### src/rtl/baud_tick_gen.sv
// baud_tick_gen: programmable UART tick generator.
// A prescaler divides clk by the active divisor D to give ovs_tick. An
// oversample counter divides that by OVS to give half_bit_tick and bit_tick.
// New divisors wait in a shadow register and are applied only on a bit
// boundary, on restart, or while idle, so a bit is never truncated.
// Optional feature macro: BAUD_GEN_FRAC_EN adds the div_frac port and a
// 4-bit fractional accumulator that stretches some periods to D+1 cycles.
module baud_tick_gen #(
  parameter int CNT_W       = 16,
  parameter int OVS         = 16,
  parameter int DEFAULT_DIV = 54
) (
  input  logic             clk,
  input  logic             rst,
  input  logic             enable,
  input  logic             restart,
  input  logic             div_load,
  input  logic [CNT_W-1:0] div_value,
`ifdef BAUD_GEN_FRAC_EN
  input  logic [3:0]       div_frac,
`endif
  output logic             div_pending,
  output logic             div_err,
  output logic             ovs_tick,
  output logic             half_bit_tick,
  output logic             bit_tick
);

  localparam int OCNT_W = (OVS > 2) ? $clog2(OVS) : 1;
  localparam logic [OCNT_W-1:0] OCNT_HALF = OCNT_W'(OVS / 2 - 1);
  localparam logic [OCNT_W-1:0] OCNT_LAST = OCNT_W'(OVS - 1);
  localparam logic [CNT_W-1:0]  DIV_RST   = CNT_W'(DEFAULT_DIV);

  logic [CNT_W-1:0]  pcnt_q, pcnt_d;
  logic [OCNT_W-1:0] ocnt_q, ocnt_d;
  logic [CNT_W-1:0]  div_act_q, div_act_d;
  logic [CNT_W-1:0]  div_shd_q, div_shd_d;
  logic              div_pending_q, div_pending_d;
  logic              div_err_q, div_err_d;
  logic [CNT_W-1:0]  pcnt_term;
  logic              ovs_hit, load_ok, apply;

`ifdef BAUD_GEN_FRAC_EN
  logic [3:0] frac_act_q, frac_act_d;
  logic [3:0] frac_shd_q, frac_shd_d;
  logic [3:0] acc_q, acc_d;
  logic       ext_q, ext_d;

  // A carry out of the accumulator stretches the following period by one cycle.
  always_comb begin
    pcnt_term = ext_q ? div_act_q : (div_act_q - CNT_W'(1));
  end
`else
  // Terminal count of the prescaler for an exact D-cycle period.
  always_comb begin
    pcnt_term = div_act_q - CNT_W'(1);
  end
`endif

  // Tick decode straight from registers; restart and reset suppress ticks.
  always_comb begin
    ovs_hit       = enable && !restart && !rst && (pcnt_q == pcnt_term);
    ovs_tick      = ovs_hit;
    half_bit_tick = ovs_hit && (ocnt_q == OCNT_HALF);
    bit_tick      = ovs_hit && (ocnt_q == OCNT_LAST);
    load_ok       = div_load && (div_value != '0);
    apply         = bit_tick || restart ||
                    (!enable && (pcnt_q == '0) && (ocnt_q == '0));
  end

  // Next-state for counters and divisor shadowing.
  always_comb begin
    pcnt_d        = pcnt_q;
    ocnt_d        = ocnt_q;
    div_act_d     = apply ? div_shd_q : div_act_q;
    div_shd_d     = load_ok ? div_value : div_shd_q;
    div_pending_d = load_ok ? 1'b1 : (apply ? 1'b0 : div_pending_q);
    div_err_d     = div_load && (div_value == '0);
    if (restart) begin
      pcnt_d = '0;
      ocnt_d = '0;
    end else if (enable) begin
      pcnt_d = ovs_hit ? '0 : (pcnt_q + CNT_W'(1));
      if (ovs_hit) begin
        ocnt_d = bit_tick ? '0 : (ocnt_q + OCNT_W'(1));
      end
    end
  end

`ifdef BAUD_GEN_FRAC_EN
  // Fractional part travels with the integer divisor; accumulate on each tick.
  always_comb begin
    frac_shd_d = load_ok ? div_frac : frac_shd_q;
    frac_act_d = apply ? frac_shd_q : frac_act_q;
    acc_d      = acc_q;
    ext_d      = ext_q;
    if (restart) begin
      acc_d = '0;
      ext_d = 1'b0;
    end else if (ovs_hit) begin
      {ext_d, acc_d} = {1'b0, acc_q} + {1'b0, frac_act_q};
    end
  end

  // Fractional state registers.
  always_ff @(posedge clk or posedge rst) begin
    if (rst) begin
      frac_act_q <= '0;
      frac_shd_q <= '0;
      acc_q      <= '0;
      ext_q      <= 1'b0;
    end else begin
      frac_act_q <= frac_act_d;
      frac_shd_q <= frac_shd_d;
      acc_q      <= acc_d;
      ext_q      <= ext_d;
    end
  end
`endif

  // Main state registers.
  always_ff @(posedge clk or posedge rst) begin
    if (rst) begin
      pcnt_q        <= '0;
      ocnt_q        <= '0;
      div_act_q     <= DIV_RST;
      div_shd_q     <= DIV_RST;
      div_pending_q <= 1'b0;
      div_err_q     <= 1'b0;
    end else begin
      pcnt_q        <= pcnt_d;
      ocnt_q        <= ocnt_d;
      div_act_q     <= div_act_d;
      div_shd_q     <= div_shd_d;
      div_pending_q <= div_pending_d;
      div_err_q     <= div_err_d;
    end
  end

  assign div_pending = div_pending_q;
  assign div_err     = div_err_q;

endmodule

### config.mk
export PLATFORM = sky130hd
export DESIGN_NAME = baud_tick_gen
export DESIGN_NICKNAME = d
export VERILOG_FILES = /design/src/rtl/baud_tick_gen.sv
export SDC_FILE = /design/constraint.sdc
export NUM_CORES = 1
export LEC_CHECK = 0
export CAP_MARGIN = 10
export CORE_MARGIN = 2
export CORE_UTILIZATION = 50
export CTS_CLUSTER_DIAMETER = 50
export DETAILED_ROUTE_END_ITERATION = 10
export GPL_TIMING_DRIVEN = 0
export MAX_ROUTING_LAYER = met4
export PLACE_DENSITY_LB_ADDON = 0.3
export SETUP_SLACK_MARGIN = 0.5
export SYNTH_ARGS = -nofsm -noshare
export SYNTH_HDL_FRONTEND = slang
export SYNTH_SLANG_ARGS = --single-unit
### constraint.sdc
create_clock -name clk -period 8.11 [get_ports clk]
set_input_delay 1.622 -clock clk [delete_from_list [all_inputs] [get_ports clk]]
set_output_delay 1.622 -clock clk [all_outputs]
set_load 0.02 [all_outputs]
=== Yosys cells after proc, flatten, opt, wreduce, memory -nomap -nowiden ===
Cells that the tools add are included.

* Bits in registers: 54
* Latch bits: 0
* Memory bits (writable): 0
* ROM bits: 0
* Input bits: 21
* Output and inout port bits: 5
* Logic and storage cells: 43
* Memories kept: 0

* $add $sub $neg: 3
* $mul: 0
* Div/mod/pow operators: 0
* Magnitude comparators: 0
* Eq/ne operators: 3
* Shifts and indexed selects: 0
* Muxes and demuxes: 9
* Bitwise gates (word level): 0
* Reductions and logical operators: 22

{| class="wikitable"
|+ Operator list
! operator !! number
|-
| $mux W16 || 3
|-
| $logic_not A16 Y1 || 2
|-
| $add A16 B1 Y16 const B || 1
|-
| $eq A16 B16 Y1 || 1
|-
| $mux W4 || 4
|-
| $reduce_bool A16 Y1 || 1
|-
| $sub A16 B1 Y16 const B || 1
|-
| $logic_and A1 B1 Y1 || 9
|-
| $reduce_bool A2 Y1 || 3
|-
| $add A4 B1 Y4 const B || 1
|-
| $eq A4 B3 Y1 const B || 1
|-
| $eq A4 B4 Y1 const B || 1
|-
| $logic_not A4 Y1 || 1
|-
| $logic_not A1 Y1 || 3
|-
| $logic_or A1 B1 Y1 || 2
|-
| $mux W1 || 2
|-
| $reduce_and A2 Y1 || 1
|}

=== Depth between registers and ports, before layout ===
Gate-level depths: netlist (run 1).

* Depth in word-level cells: 9
* Mapped depth: 10
* Mapped depth without buffers: 9

=== Worst setup path before layout (run 1) ===
Ideal clock, no wire load.

* Path type: input-to-output
* Start: input enable
* End: output half_bit_tick
* Arrival time: 3.561 ns
* Required time: 6.488 ns
* Path slack: 2.927 ns
* Cell stages on the path: 7
* Buffers on the path: 2
* Cells stage by stage: clkbuf_1 > nor4b_1 > nand4_1 > nor4_2 > nand4b_1 > buf_2 > nor4_1

* Word-level cells in the longest chain between the ends: 4

{| class="wikitable"
|+ RTL lines
! item !! RTL line !! text
|-
| from (decl) || 15 || <nowiki>input logic enable,</nowiki>
|-
| $logic_and A1 B1 Y1 (3 in a row) || 62 || <nowiki>ovs_hit = enable && !restart && !rst && (pcnt_q == pcnt_term);</nowiki>
|-
| $logic_and A1 B1 Y1 || 64 || <nowiki>half_bit_tick = ovs_hit && (ocnt_q == OCNT_HALF);</nowiki>
|-
| to (decl) || 25 || <nowiki>output logic half_bit_tick,</nowiki>
|}

Every way passes these cells.

=== Worst setup path in the final report (run 1) ===
* Start: input rst
* End: output half_bit_tick

* Word-level cells in the longest chain between the ends: 4

{| class="wikitable"
|+ RTL lines
! item !! RTL line !! text
|-
| from (decl) || 14 || <nowiki>input logic rst,</nowiki>
|-
| $logic_not A1 Y1 (no source line) || n/a ||
|-
| $logic_and A1 B1 Y1 (2 in a row) || 62 ||
|-
| $logic_and A1 B1 Y1 || 64 ||
|}

Every way passes these cells.

==> results.cfg, run 1 <==
[run_status]
status = finished, final reports clean

[synth]
netlist_area_um2 = 3160
ys.flop_type = dfrtp_1
yosysTopAreaCell = dfrtp_1
ys_seq_elements = 54
syn_nets = 329
syn_area_per_cell_um2 = 10.4
synth_top_family_by_area = simple AND/OR/NAND/NOR gates
yosys_warnings = 0
yosysUniqueCellTypes = 49
synthMuxAreaShare_pct = 12.5
synthSimpleGateAreaFrac_pct = 19.8
synth-seq-area-share_pct = 43.1
synth_compound_area_share_pct = 9.99
synth_edf_count = 0
synth-xor-area-share_pct = 8.32
synth_top_area_share_pct = 36.5
yosys.area_share.adder_pct = 1.98
synthCells = 303
synth.area.top_cells = dfrtp_1 (36%), mux2_2 (8.2%), dfstp_2 (6.7%)
ys_async_sr_fraction_pct = 100

[critical_path]
critPathRequiredTime_ps = 6490
worst-path-max-fanout = 10
start_kind = primary input
r2r_slack_ps = 4580
r2r_start = div_act_q[0]
cp.arrival_ps = 4370
ff2ff_path_depth = 10
end_kind = output port
worstSetupPathType = primary input to output port
reg2reg_to = div_act_q[9]

[power]
powerDensity_nw_per_um2 = 165
p_leak_nw = 1.44
ir_worst_vdd_uv = 115

[sta]
hold_viol_final = 0
worst_pin_slew_ps = 617
slew_headroom_pct = 58.6
finClkSkew_ps = 4.84
rsz0062_at_grt = false
finalCritPeriodShare_pct = 73.9
fin_ws_ps = 2110
timing.fmax_ghz = 0.167
setup_tns_ps = 0
min_period_ps = 6000
slew_viol_final = 0
setup_viol = 0

[detailed_routing]
num_vias = 2423
ant_nets = 0
drt_pass1_iterations = 4
wl_mm = 6.70
first_iter_violations = 160
drc = 0
via_per_inst = 5.90
routedWlPerCell_um = 16.3

[grt]
overflow = 0
grt_max_degree = 35
busiest_layer = met2
grt_pass1_wl_mm = 11.6
grtUsageTotal_pct = 21.1
grt.met3_usage_pct = 2.67
grt_util_met2_pct = 33.9
use_met1_pct = 29.2
grt_pass1_vias = 2360
antenna_found_initial = 0

[place]
io_buffers = 24
dp_hpwl_mm = 5.03
dp_worst_setup_slack_ps = 2120
globalplace.congestion = 0.890

[floorplanning]
start_util_pct = 52.4
ios = 26
rows = 28
die_x_um = 83.5
die_area_um2 = 6960
coreArea_um2 = 6030
dieHeight_um = 83.5

[min_path]
whs_path_depth = 1
min_to = div_act_q[12]
holdCritPathClass = register to register
hp-start = div_shd_q[12]

[clocking]
path_clk_slew_ps = 90
cts.sinks = 54
insertion_delay_ps = 310
root_buffer = clkbuf_8
htreeDepth = 2
clk_path_buf_depth = 2
postCtsSetupRepairBufs = 0
ctsResizeCount = 0
cts_tree = built
ctsHoldBuffers = 0
numCtsBuffers = 5

[final_layout]
drive_gt1_share_pct = 18.8
final_util_pct = 59.7
area.growth.synth_to_final_pct = 14.0
n_antenna_cell = 0
final_cell_mix = dfrtp_1 (46), nor2_1 (26), clkdlybuf4s50_1 (24)
layout.nets = 361
layout_commonest_cell = dfrtp_1

[run]
maxCapViolCount = 0
-- synth_stat cells, drive strengths merged (2+ instances only) --
library cell   n
dfrtp         46
mux2          32
nor2          26
xor2          19
nor4          14
inv           13
clkbuf        12
nor3          12
nand4         11
xnor2         11
a21oi         10
dfstp          8
nand3          8
o21ai          8
a31oi          6
buf            6
nand2          6
nand2b         6
and3           5
ha             5
nor4b          5
o31ai          4
a211o          3
and4           3
or3            3
a211oi         2
and2           2
o211ai         2
-- how the worst max path moves through the flow --
stage | startpoint | to | slack, ps | depth (start not counted)
floorplan | enable | half_bit_tick | 2930 | 7
global placement | restart | half_bit_tick | 2180 | 8
detailed placement | rst | half_bit_tick | 2120 | 8
CTS | rst | half_bit_tick | 2090 | 8
global route | rst | half_bit_tick | 2020 | 8
finish | rst | half_bit_tick | 2110 | 8
-- registers in the layout, summed over array words and instances, names as in the netlist --
name	cells
pcnt_q	16
div_pending	1
div_act_q	16
div_err	1
ocnt_q	4
div_shd_q	16
-- area by class of cell --
class	count	area, um2
clock buffer	6	72.6
sequential	54	1360
tap	75	93.8
timing repair buffer	25	260
buffer	18	86.3
multi-input combinational	218	1660
clock inverter	2	13.8
inverter	13	48.8
fill	508	2430
-- stage by stage --
step           cell area, um2  instances  total power, mW  hold slack [ps]
3_3_place_gp             3490        402            0.446              487
2_1_floorplan            3160        303            0.412              475
5_1_grt                  3600        411            0.625              538
4_1_cts                  3600        411            0.598              517
3_5_place_dp             3510        403            0.452              499
6_report                 3600        411            0.593              514
-- logic make-up (layout without fill, tap and decap cells) --
group                      Yosys count  count (layout)
AOI/OAI and AO/OA                   44              44
adders and majority gates            5               5
DFF                                 54              54
xor gates and xnor gates            30              30
muxes                               32              32
buffers and inverters               31              64
and+or+nand+nor                    107             107
-- power by group --
group | total [mW] | switching (mW) | internal [mW]
sequential | 0.316 | 0.0211 | 0.295
clock | 0.147 | 0.0857 | 0.0611
combinational | 0.131 | 0.0670 | 0.0637
total | 0.593 | 0.174 | 0.419
-- critical path, cell delays in order --
cell	delay (ps)
clkdlybuf4s50_1	430
nor4b_1	400
nand4_1	190
nor4_2	330
nand4b_1	250
buf_2	250
nor4_1	240
clkdlybuf4s50_1	650
-- metal layers --
metal  wire length, um  up-vias
met4                62        0
met5                 0        -
met1              3130     1184
met3               284        8
met2              3220       53
li1                  -     1178
Note: power is estimated with default switching activity, not from simulation.
==> run 2: changes to the inputs <==
- clock period: 8.11 -> 5.6 ns (I/O delays scaled with it)
==> run 2 against run 1 <==
Cell count is the same; total power up 45%; sequential power is 45% higher; first-iteration DRC count up 39%; count of clock-buffer cells in the layout stayed put; core utilization is 0.15 points higher; combinational power is 47% higher; worst setup slack worse by 1500 ps; wire length rose by 0.34%; global-route usage is the same; design area up 0.24%; register-to-register slack got worse by 2500 ps; critical path type unchanged; critical endpoint unchanged; largest power group unchanged.
==> results.cfg, run 2 (synthesis gave the netlist of run 1 again) <==
[critical_path]
critPathRequiredTime_ps = 4480
r2r_start = div_act_q[0]
start_kind = primary input
worstSetupPathType = primary input to output port
end_kind = output port
worst-path-max-fanout = 10
ff2ff_path_depth = 10
r2r_slack_ps = 2090
cp.arrival_ps = 3880
cp_common_cell = clkdlybuf4s50_1
slowest_delay_ps = 650
crit_chain = clkdlybuf4s50_1, nor4b_1, nand4_1, nor4_2, nand4b_1, buf_2, nor4_1, clkdlybuf4s50_1
reg2reg_to = div_act_q[9]
cpMaxStageDelayCell = clkdlybuf4s50_1

[grt]
busiest_layer = met2
grt_util_met2_pct = 33.9
use_met1_pct = 29.2
overflow = 0
grt.met3_usage_pct = 2.67
grt_max_degree = 35
grt_pass1_vias = 2360
grt_pass1_wl_mm = 11.6
grtUsageTotal_pct = 21.1
antenna_found_initial = 0

[sta]
rsz0062_at_grt = false
hold_viol_final = 0
slew_headroom_pct = 57.6
worst_pin_slew_ps = 631
timing.fmax_ghz = 0.200
setup_tns_ps = 0
finClkSkew_ps = 3.95
slew_viol_final = 0
setup_viol = 0
finalCritPeriodShare_pct = 89.2
min_period_ps = 5000

[detailed_routing]
ant_nets = 0
num_vias = 2412
wl_mm = 6.72
drt_pass1_iterations = 4
first_iter_violations = 222
routedWlPerCell_um = 16.4
drc = 0
via_per_inst = 5.87

[power]
switching_power_mw = 0.252
p_comb_share_pct = 22.3
power_frac_clock_pct = 24.5
swShare_pct = 29.3
powerDensity_nw_per_um2 = 239
ir_worst_vdd_uv = 167
internal_power_mw = 0.608
seqPwrFrac_pct = 53.2
p_leak_nw = 1.44

[floorplanning]
ios = 26
die_x_um = 83.5
dieHeight_um = 83.5
start_util_pct = 52.4
coreArea_um2 = 6030
rows = 28
die_area_um2 = 6960

[place]
place_inst = 403
io_buffers = 24
place_area_um2 = 3510
globalplace.congestion = 0.890
dp_hpwl_mm = 5.03

[final_layout]
final_cells = 411
largestRegisters = div_act_q (16), div_shd_q (16), pcnt_q (16)
fin_area_um2 = 3610
drive_gt1_share_pct = 18.8
layout.nets = 361
fillers = 512
final_cell_mix = dfrtp_1 (46), nor2_1 (26), clkdlybuf4s50_1 (24)
n_antenna_cell = 0
area.growth.synth_to_final_pct = 14.2
layout_commonest_cell = dfrtp_1

[clocking]
ctsResizeCount = 0
htreeDepth = 2
postCtsSetupRepairBufs = 0
insertion_delay_ps = 300
root_buffer = clkbuf_8
clk_path_buf_depth = 2
numCtsBuffers = 5
cts_tree = built
path_clk_slew_ps = 90
cts.sinks = 54
ctsHoldBuffers = 0

[min_path]
hp-start = div_shd_q[13]
holdCritPathClass = register to register
min_to = div_act_q[13]
whs_path_depth = 1

[run]
maxCapViolCount = 0

[run_status]
status = finished, final reports clean
-- run 2: worst max path at each step --
stage	start	end	slack [ps]	cells past startpoint
5_1_grt	div_act_q[0]	half_bit_tick	500	10
3_3_place_gp	restart	half_bit_tick	670	8
2_1_floorplan	enable	half_bit_tick	1420	7
6_report	rst	half_bit_tick	600	8
4_1_cts	rst	half_bit_tick	580	8
3_5_place_dp	rst	half_bit_tick	610	8
-- run 2: area by class of cell --
| type | instances | area (um2) | share of cell area [%] |
|---|---|---|---|
| Multi-Input combinational cell | 218 | 1670 | 46.3 |
| Buffer | 18 | 86.3 | 2.39 |
| Clock inverter | 2 | 13.8 | 0.382 |
| Tap cell | 75 | 93.8 | 2.60 |
| Timing Repair Buffer | 25 | 260 | 7.22 |
| Clock buffer | 6 | 72.6 | 2.01 |
| Sequential cell | 54 | 1360 | 37.8 |
| Inverter | 13 | 48.8 | 1.35 |
-- run 2: routing by layer --
| metal | vias up | wire length (um) | part of all wire [%] |
|---|---|---|---|
| met2 | 44 | 3230 | 48 |
| met5 | - | 0 | 0 |
| met1 | 1188 | 3200 | 48 |
| met3 | 6 | 228 | 3.4 |
| li1 | 1174 | - | - |
| met4 | 0 | 60 | 0.89 |
-- run 2: critical path, delay by kind of cell --
kind                   cells  cell delay (ps)
AND/OR/NAND/NOR            5             1420
buffers and inverters      3             1330
-- run 2: per-stage QoR --
stage	power (mW)	utilization, %	setup slack, ps	hold WS [ps]
2_1_floorplan	0.596	-	1420	475
3_3_place_gp	0.646	57.9	674	487
3_5_place_dp	0.654	58.3	612	499
4_1_cts	0.866	59.7	580	517
5_1_grt	0.908	59.8	503	538
6_report	0.860	59.8	604	516
-- run 2: power by group through the flow --
stage,logic (mW),clock network [mW],registers [mW]
6_report,0.192,0.211,0.458
5_1_grt,0.210,0.235,0.463
4_1_cts,0.191,0.218,0.457
3_5_place_dp,0.189,0,0.465
3_3_place_gp,0.182,0,0.463
2_1_floorplan,0.142,0,0.455
